$ cat src/rtl/hicore_lsu_icb_master.sv
// ICB initiator for the load/store unit: combinational cmd issue, in-order
// context FIFO, and read-data alignment / extension on the writeback side.
module hicore_lsu_icb_master #(
  parameter int AW         = 32,
  parameter int DW         = 32,
  parameter int OUTS_DEPTH = 2
) (
  input  logic            clk,
  input  logic            rst_n,

  input  logic            lsu_req_valid,
  output logic            lsu_req_ready,
  input  logic            lsu_req_load,
  input  logic [AW-1:0]   lsu_req_addr,
  input  logic [DW-1:0]   lsu_req_wdata,
  input  logic [1:0]      lsu_req_size,
  input  logic            lsu_req_usign,
  input  logic [4:0]      lsu_req_rd,

  output logic            lsu_wb_valid,
  input  logic            lsu_wb_ready,
  output logic [DW-1:0]   lsu_wb_rdata,
  output logic [4:0]      lsu_wb_rd,
  output logic            lsu_wb_err,
  output logic            lsu_wb_misalign,

  output logic            lsu_busy,

  output logic            mem_icb_cmd_valid,
  input  logic            mem_icb_cmd_ready,
  output logic            mem_icb_cmd_read,
  output logic [AW-1:0]   mem_icb_cmd_addr,
  output logic [DW-1:0]   mem_icb_cmd_wdata,
  output logic [DW/8-1:0] mem_icb_cmd_wmask,

  input  logic            mem_icb_rsp_valid,
  output logic            mem_icb_rsp_ready,
  input  logic            mem_icb_rsp_err,
  input  logic [DW-1:0]   mem_icb_rsp_rdata
);

  localparam int PTR_W = (OUTS_DEPTH > 1) ? $clog2(OUTS_DEPTH) : 1;
  localparam int CNT_W = $clog2(OUTS_DEPTH + 1);
  localparam logic [CNT_W-1:0] DEPTH_C  = CNT_W'(OUTS_DEPTH);
  localparam logic [PTR_W-1:0] LAST_PTR = PTR_W'(OUTS_DEPTH - 1);

  typedef struct packed {
    logic       load;
    logic [1:0] size;
    logic       usign;
    logic [4:0] rd;
    logic [1:0] off;
    logic       is_local;
  } ctx_t;

  ctx_t             ctx_mem [OUTS_DEPTH];
  logic [PTR_W-1:0] wr_ptr;
  logic [PTR_W-1:0] rd_ptr;
  logic [CNT_W-1:0] cnt;

  logic    fifo_full;
  logic    fifo_empty;
  logic    req_misalign;
  logic    push;
  logic    pop;
  ctx_t    head;
  ctx_t    new_ctx;
  logic [DW-1:0] shifted;
  logic [DW-1:0] load_data;

  assign fifo_full  = (cnt == DEPTH_C);
  assign fifo_empty = (cnt == '0);

  always_comb begin
    unique case (lsu_req_size)
      2'b00:   req_misalign = 1'b0;
      2'b01:   req_misalign = lsu_req_addr[0];
      2'b10:   req_misalign = |lsu_req_addr[1:0];
      default: req_misalign = 1'b1;
    endcase
  end

  // Misaligned requests wait for an empty FIFO so local errors stay ordered.
  assign mem_icb_cmd_valid = lsu_req_valid & ~req_misalign & ~fifo_full;
  assign lsu_req_ready     = req_misalign ? fifo_empty : (~fifo_full & mem_icb_cmd_ready);
  assign mem_icb_cmd_read  = lsu_req_load;
  assign mem_icb_cmd_addr  = lsu_req_addr;

  always_comb begin
    mem_icb_cmd_wmask = '0;
    if (!lsu_req_load) begin
      unique case (lsu_req_size)
        2'b00:   mem_icb_cmd_wmask = 4'b0001 << lsu_req_addr[1:0];
        2'b01:   mem_icb_cmd_wmask = 4'b0011 << {lsu_req_addr[1], 1'b0};
        default: mem_icb_cmd_wmask = 4'b1111;
      endcase
    end
  end

  always_comb begin
    unique case (lsu_req_size)
      2'b00:   mem_icb_cmd_wdata = {4{lsu_req_wdata[7:0]}};
      2'b01:   mem_icb_cmd_wdata = {2{lsu_req_wdata[15:0]}};
      default: mem_icb_cmd_wdata = lsu_req_wdata;
    endcase
  end

  assign push = lsu_req_valid & lsu_req_ready;
  assign pop  = lsu_wb_valid & lsu_wb_ready;

  assign new_ctx = '{
    load:     lsu_req_load,
    size:     lsu_req_size,
    usign:    lsu_req_usign,
    rd:       lsu_req_rd,
    off:      lsu_req_addr[1:0],
    is_local: req_misalign
  };

  always_ff @(posedge clk or negedge rst_n) begin
    if (!rst_n) begin
      wr_ptr <= '0;
      rd_ptr <= '0;
      cnt    <= '0;
    end else begin
      if (push) begin
        wr_ptr <= (wr_ptr == LAST_PTR) ? '0 : wr_ptr + PTR_W'(1);
      end
      if (pop) begin
        rd_ptr <= (rd_ptr == LAST_PTR) ? '0 : rd_ptr + PTR_W'(1);
      end
      unique case ({push, pop})
        2'b10:   cnt <= cnt + CNT_W'(1);
        2'b01:   cnt <= cnt - CNT_W'(1);
        default: cnt <= cnt;
      endcase
    end
  end

  // Context storage carries no reset; entries are only read while counted.
  always_ff @(posedge clk) begin
    if (push) begin
      ctx_mem[wr_ptr] <= new_ctx;
    end
  end

  assign head = ctx_mem[rd_ptr];

  assign lsu_wb_valid      = ~fifo_empty & (head.is_local | mem_icb_rsp_valid);
  assign mem_icb_rsp_ready = ~fifo_empty & ~head.is_local & lsu_wb_ready;
  assign lsu_wb_rd         = head.rd;
  assign lsu_wb_err        = ~fifo_empty & ~head.is_local & mem_icb_rsp_err;
  assign lsu_wb_misalign   = ~fifo_empty & head.is_local;
  assign lsu_busy          = ~fifo_empty;

  assign shifted = mem_icb_rsp_rdata >> {head.off, 3'b000};

  always_comb begin
    unique case (head.size)
      2'b00:   load_data = head.usign ? {24'b0, shifted[7:0]}
                                      : {{24{shifted[7]}}, shifted[7:0]};
      2'b01:   load_data = head.usign ? {16'b0, shifted[15:0]}
                                      : {{16{shifted[15]}}, shifted[15:0]};
      default: load_data = shifted;
    endcase
  end

  assign lsu_wb_rdata = (head.is_local | ~head.load) ? '0 : load_data;

endmodule
$ cat config.mk
export PLATFORM = sky130hd
export DESIGN_NAME = hicore_lsu_icb_master
export DESIGN_NICKNAME = d
export VERILOG_FILES = /design/src/rtl/hicore_lsu_icb_master.sv
export SDC_FILE = /design/constraint.sdc
export NUM_CORES = 1
export LEC_CHECK = 0
export ABC_CLOCK_PERIOD_IN_PS = 4470
export CORE_MARGIN = 3
export CORE_UTILIZATION = 36
export CTS_CLUSTER_SIZE = 30
export DETAILED_ROUTE_END_ITERATION = 6
export PLACE_DENSITY = 0.84
export SETUP_SLACK_MARGIN = 0.1
export SYNTH_ARGS = -nofsm -noshare
export SYNTH_HDL_FRONTEND = slang
export SYNTH_SLANG_ARGS = --single-unit
$ cat constraint.sdc
create_clock -name clk -period 4.47 [get_ports clk]
set_input_delay 0.6705 -clock clk [delete_from_list [all_inputs] [get_ports clk]]
set_output_delay 0.6705 -clock clk [all_outputs]
set_load 0.01 [all_outputs]
* After elaboration in Yosys (flattened, before gate mapping)
Memory sizes are Yosys's and may differ from the RTL's. Cells that the tools add are included.
Word-level totals: register bits after elaboration 4, RAM bits 24, input bits 112, output and inout bits 113, logic and storage cells 53, memories 1
Memory list:
- ctx_mem | words 2, bits a word 12, read ports 1, clocked after Yosys merged registers in 0, write ports 1, RTL line 56 | ctx_t ctx_mem [OUTS_DEPTH];
Operators by class: add/subtract/negate cells 4, equal/unequal tests 6, shift operators 3, multiplexer cells 14, bitwise logic cells 17, reductions and logical operators 5
Operator list (number):
- $pmux 32 s2 | 2
- $mux 32 | 3
- $shr 32x5->32 | 1
- $and 1x1->1 | 10
- $pmux 4 s2 | 1
- $eq 2x1->1 const B | 3
- $eq 2x2->1 const B | 3
- $logic_not 2->1 | 3
- $mux 1 | 5
- $not 1->1 | 5
- $mux 4 | 1
- $pmux 2 s2 | 1
- $shl 1x2->4 const A | 1
- $shl 2x2->4 const A | 1
- $pmux 1 s3 | 1
- $add 1x1->1 const B | 2
- $add 2x1->2 const B | 1
- $or 1x1->1 | 2
- $reduce_bool 2->1 | 1
- $reduce_or 2->1 | 1
- $sub 2x1->2 const B | 1

* Longest topological paths before layout
Gate-level depths: netlist (run 1).
depth in word-level cells 7, gate-level depth with buffers 11

* Worst setup path after synthesis (run 1)
Ideal clock, no wire load.
path type input-to-reg, start point in lsu_req_size[1], end point mem ctx_mem[0][0] in the netlist's numbering (enable), setup time 380 ps, arrival time 2283 ps, required time 4090 ps, slack 1807 ps, stages on the path 6, buffers on the path 1, cell sequence clkbuf_1 > a21o_1 > and2_1 > a211oi_2 > nand2_1 > nor2_1
On the way: longest elaborated chain between the ends 6
RTL lines:
- start, declared | RTL line 16 | input logic [1:0] lsu_req_size,
- $eq 2x2->1, or another cell as far along | RTL line 75 | unique case (lsu_req_size)
- $pmux 1 s3 * | RTL line 75
- named net req_misalign | RTL line 63 | logic req_misalign;
- $mux 1 * | RTL line 85 | assign lsu_req_ready = req_misalign ? fifo_empty : (~fifo_full & mem_icb_cmd_ready);
- named net lsu_req_ready | RTL line 12 | output logic lsu_req_ready,
- $and 1x1->1 * | RTL line 108 | assign push = lsu_req_valid & lsu_req_ready;
- $mux 1 * | RTL line 142 | if (push) begin
- $mux 1 (implied by the code) * | RTL line 143 | ctx_mem[wr_ptr] <= new_ctx;
- end, declared | RTL line 56
Mark *: on every way through the listed nets, which the timed path passes. The rest lies on a longest branch.

* Worst setup path in the final report (run 1)
start point reg rd_ptr, end point out lsu_wb_rdata[31]
On the way: longest elaborated chain between the ends 5
RTL lines:
- start, declared | RTL line 58 | logic [PTR_W-1:0] rd_ptr;
- start signal, assigned | RTL line 130 | rd_ptr <= (rd_ptr == LAST_PTR) ? '0 : rd_ptr + PTR_W'(1);
- $mem_v2 2x12 *
- $shr 32x5->32 | RTL line 156 | assign shifted = mem_icb_rsp_rdata >> {head.off, 3'b000};
- $mux 32, on equally long branches | RTL line 162, 160
- $pmux 32 s2 | RTL line 159 | unique case (head.size)
- $mux 32 * | RTL line 168 | assign lsu_wb_rdata = (head.is_local | ~head.load) ? '0 : load_data;
- end, declared | RTL line 22 | output logic [DW-1:0] lsu_wb_rdata,
Mark *: on every way between the ends. The rest lies on a longest branch, timed or not.

==> run_results.csv, run 1 <==
group,metric,value,unit
final_layout,n_antenna_cell,0,
power,p_comb_frac,0.689,
setup_path,worst-r2r-setup-slack,2.22,ns
timing,rsz0062_at_grt,"no",
timing,fin_crit,3.863,ns
floorplanning,ios,225,
setup_path,r2r-end,"cnt[1]",
timing,setup_tns,0,ns
setup_path,startpoint,"rd_ptr",
routing,totalWireLength,8368,µm
synthesis,ys_seq_area_frac,0.2974,
clock_network,cts_tree,"built",
synthesis,yosys_warnings,0,
grt,overflow,0,
place,dpl.hpwl,6860,µm
power,ir_drop,0.0001455,V
routing,drt_iter0_markers,48,
timing,fin_crit_sh,0.8642,
clock_network,cts_resized,0,
routing,vias_per_cell,5.124,
grt,antenna_found_initial,0,
synthesis,synth.distinct_cells,44,
setup_path,cp.required,3.80,ns
setup_path,crit_type,"reg2out",
setup_path,cp_cell_sequence,"buf_4 -> nor3_1 -> a21oi_1 -> a211oi_1 -> a221oi_4 -> nor3_1 -> clkdlybuf4s50_1",
timing,worst_pin_slew,1.015,ns
setup_path,cp-start-kind,"register",
timing,finalMaxSlewViolations,0,
synthesis,synth_cells,294,
setup_path,crit_path_end_kind,"output pin",
clock_network,h-tree-depth,1,
timing,worst_clock_skew,0.003961,ns
floorplanning,dieArea,8753,µm²
power,leakage,1.541,nW
timing,whs,0.5061,ns
power,powerDensity,395.9,nW/µm²
clock_network,cts_setup_buffers,0,
final_layout,nFillCells,618,
clock_network,holdBufCountCts,0,
grt,grt_max_degree,29,
setup_path,r2r_start,"rd_ptr",
timing,clock.fmax,258.9,MHz
final_layout,utilization,0.5781,
synthesis,synth_top_family_by_area,"multiplexers",
final_layout,drive_gt1_frac,0.1387,
power,p_int,1.001,mW
job,cap_violations,0,
routing,num_vias,2613,
synthesis,synth_top_cell_by_area,"edfxtp_1",
floorplanning,start_util,0.3765,
timing,relSlewSlack,0.3234,
synthesis,synthTopCellsByArea,"edfxtp_1 26%, mux2_2 12%, buf_4 11%",
floorplanning,die_h,93.56,µm
clock_network,clk_latency,0.26,ns
routing,drc_errors,0,
final_layout,multi_input_area,1509,µm²
synthesis,synth_mux_area_frac,0.2185,
synthesis,synthAdderAreaFrac,0.004533,
floorplanning,row_count,31,
routing,firstDrtPassIters,4,
routing,ant_nets,0,
synthesis,synth_area,2760,µm²
clock_network,cts_buffers,3,
power,switchingPower,0.6762,mW
setup_path,cp_max_fo,17,
synthesis,synthXorXnorAreaFrac,0.01587,
timing,hold_viol,0,
synthesis,syn-num-nets,407,
clock_network,cts.clk_slew.worst_paths,0.08,ns
clock_network,clockBufferDepth,2,
clock_network,cts_root_buf,"clkbuf_8",
run_status,outcome,"finished clean",
setup_path,slowest_stage,"a221oi_4",
setup_path,critPathTopFamily,"compound AO/OA/AOI/OAI gates",
synthesis,avgSynthCellArea,9.388,µm²
floorplanning,die_w,93.56,µm
final_layout,area_growth,53.54,%
power,pwr-share-seq,0.233,
setup_path,path_depth,7,
power,p_sw_frac,0.4031,
grt,grt_pass1_vias,2657,
final_layout,finalNetCount,525,
synthesis,ys_ff_latch,28,
floorplanning,core-area,7331,µm²
min_path,hold_path_class,"reg2reg",
setup_path,cp-endpoint,"lsu_wb_rdata[31]",
timing,setup_viol,0,
power,pwr-share-clk,0.078,
setup_path,critPathBufInv,2,
setup_path,cp.arrival,3.19,ns
setup_path,path_common_cell,"nor3_1",
clock_network,cts.sinks,28,
place,dp_cells,506,
final_layout,layoutNonFillerInstCount,510,
routing,wl_per_cell,16.41,µm
setup_path,r2r_cells,8,
synthesis,synth_top_cell_area_share,0.2611,
setup_path,slowest_delay,0.87,ns
grt,grt_pass1_wl,12850,µm
place,gp_congestion,0.8332,
synthesis,synth-compound-area-share,0.1686,
grt,grt.total_usage,0.1837,
place,portBuffers,164,
final_layout,regArea,820.8,µm²
synthesis,synth_simple_gate_area_frac,0.1364,
## worst min-delay path by stage
stage / startpoint / end / slack (ns) / cells after the start
floorplan: rst_n / cnt[0] / 0.37 / 0
global placement: wr_ptr / wr_ptr / 0.48 / 1
detailed placement: wr_ptr / wr_ptr / 0.49 / 1
CTS: wr_ptr / wr_ptr / 0.50 / 1
global route: wr_ptr / wr_ptr / 0.53 / 1
finish: wr_ptr / wr_ptr / 0.51 / 1
## registers in the layout, indices dropped and copies added, names as in the netlist
name     flops
rd_ptr       1
wr_ptr       1
cnt          2
ctx_mem     24
## cell usage in the layout (no fill, tap or decap), types with 2 or more instances in the layout
cell,n
nor3_1,7
dfrtp_1,4
o21ai_0,10
nor2b_1,3
clkbuf_8,3
inv_1,7
clkdlybuf4s50_1,164
edfxtp_1,24
nand2_1,11
nor2_1,27
o32a_1,2
o2bb2ai_1,7
and2_0,2
a211oi_1,8
mux2_2,29
nand2b_1,3
xnor2_1,4
mux2i_1,24
buf_4,9
and2_1,5
a21oi_1,21
o21a_1,7
nor3_2,9
## metrics by stage
stage               power, mW  area [µm²]  setup WS [ns]
global route            1.797        4238         0.3385
global placement        1.540        4193         0.8227
floorplan               1.119        2760          1.807
finish                  1.678        4238         0.6070
CTS                     1.693        4238         0.6063
detailed placement      1.559        4193         0.7551
## cell families after synthesis
family | count (synthesis)
muxes | 55
and+or+nand+nor | 71
DFF | 28
adders and majority gates | 1
buffers and inverters | 68
xor gates and xnor gates | 5
AOI/OAI and AO/OA | 66
## power groups by stage
| stage | combinational, mW | sequential, mW | clock, mW |
|---|---|---|---|
| final | 1.16 | 0.391 | 0.132 |
| after global routing | 1.25 | 0.399 | 0.147 |
| after CTS | 1.16 | 0.391 | 0.137 |
| after detailed placement | 1.16 | 0.397 | 0 |
| after global placement | 1.15 | 0.394 | 0 |
| after floorplan | 0.743 | 0.376 | 0 |
## synth_stat cells
cell,instances
buf_4,41
mux2_2,29
nor2_1,27
edfxtp_1,24
mux2i_1,24
a21oi_1,21
nand2_1,11
o21ai_0,10
clkbuf_1,9
nor3_2,9
a211oi_1,8
inv_1,7
nor3_1,7
o21a_1,7
o2bb2ai_1,7
and2_1,5
buf_2,5
dfrtp_1,4
xnor2_1,4
buf_6,3
nand2b_1,3
nor2b_1,3
a32oi_1,2
and2_0,2
buf_1,2
o32a_1,2
a211oi_2,1
a21o_1,1
a221oi_4,1
a22oi_1,1
a32o_1,1
and2b_1,1
and3_1,1
ha_1,1
inv_2,1
mux2i_2,1
mux2i_4,1
nor3b_1,1
o21bai_1,1
o22ai_1,1
o22ai_2,1
o32ai_1,1
or3_1,1
xor2_1,1
## cell type report
class / instances / area share
flip-flops and latches: 28 / 0.1937
multi-input cells: 198 / 0.3561
inverters: 8 / 0.007086
repair buffers: 173 / 0.4033
clock buffers: 4 / 0.01063
well taps: 99 / 0.02923
## per-layer routing
metal  up-vias  track usage  routed length [µm]
li1       1259            -                   -
met1      1195       0.1923                3028
met2       139       0.3526                4299
met3        20      0.04264                 845
met4         0      0.06739                 195
met5         -            0                   0
(Power assumes the default switching activity.)
==> inputs of run 2 (changes only) <==
- CAP_MARGIN: not set -> 25
- HOLD_SLACK_MARGIN: not set -> 0.15
==> results of run 2 <==
The final DEF is identical to that of run 1; final timing and power are the same.
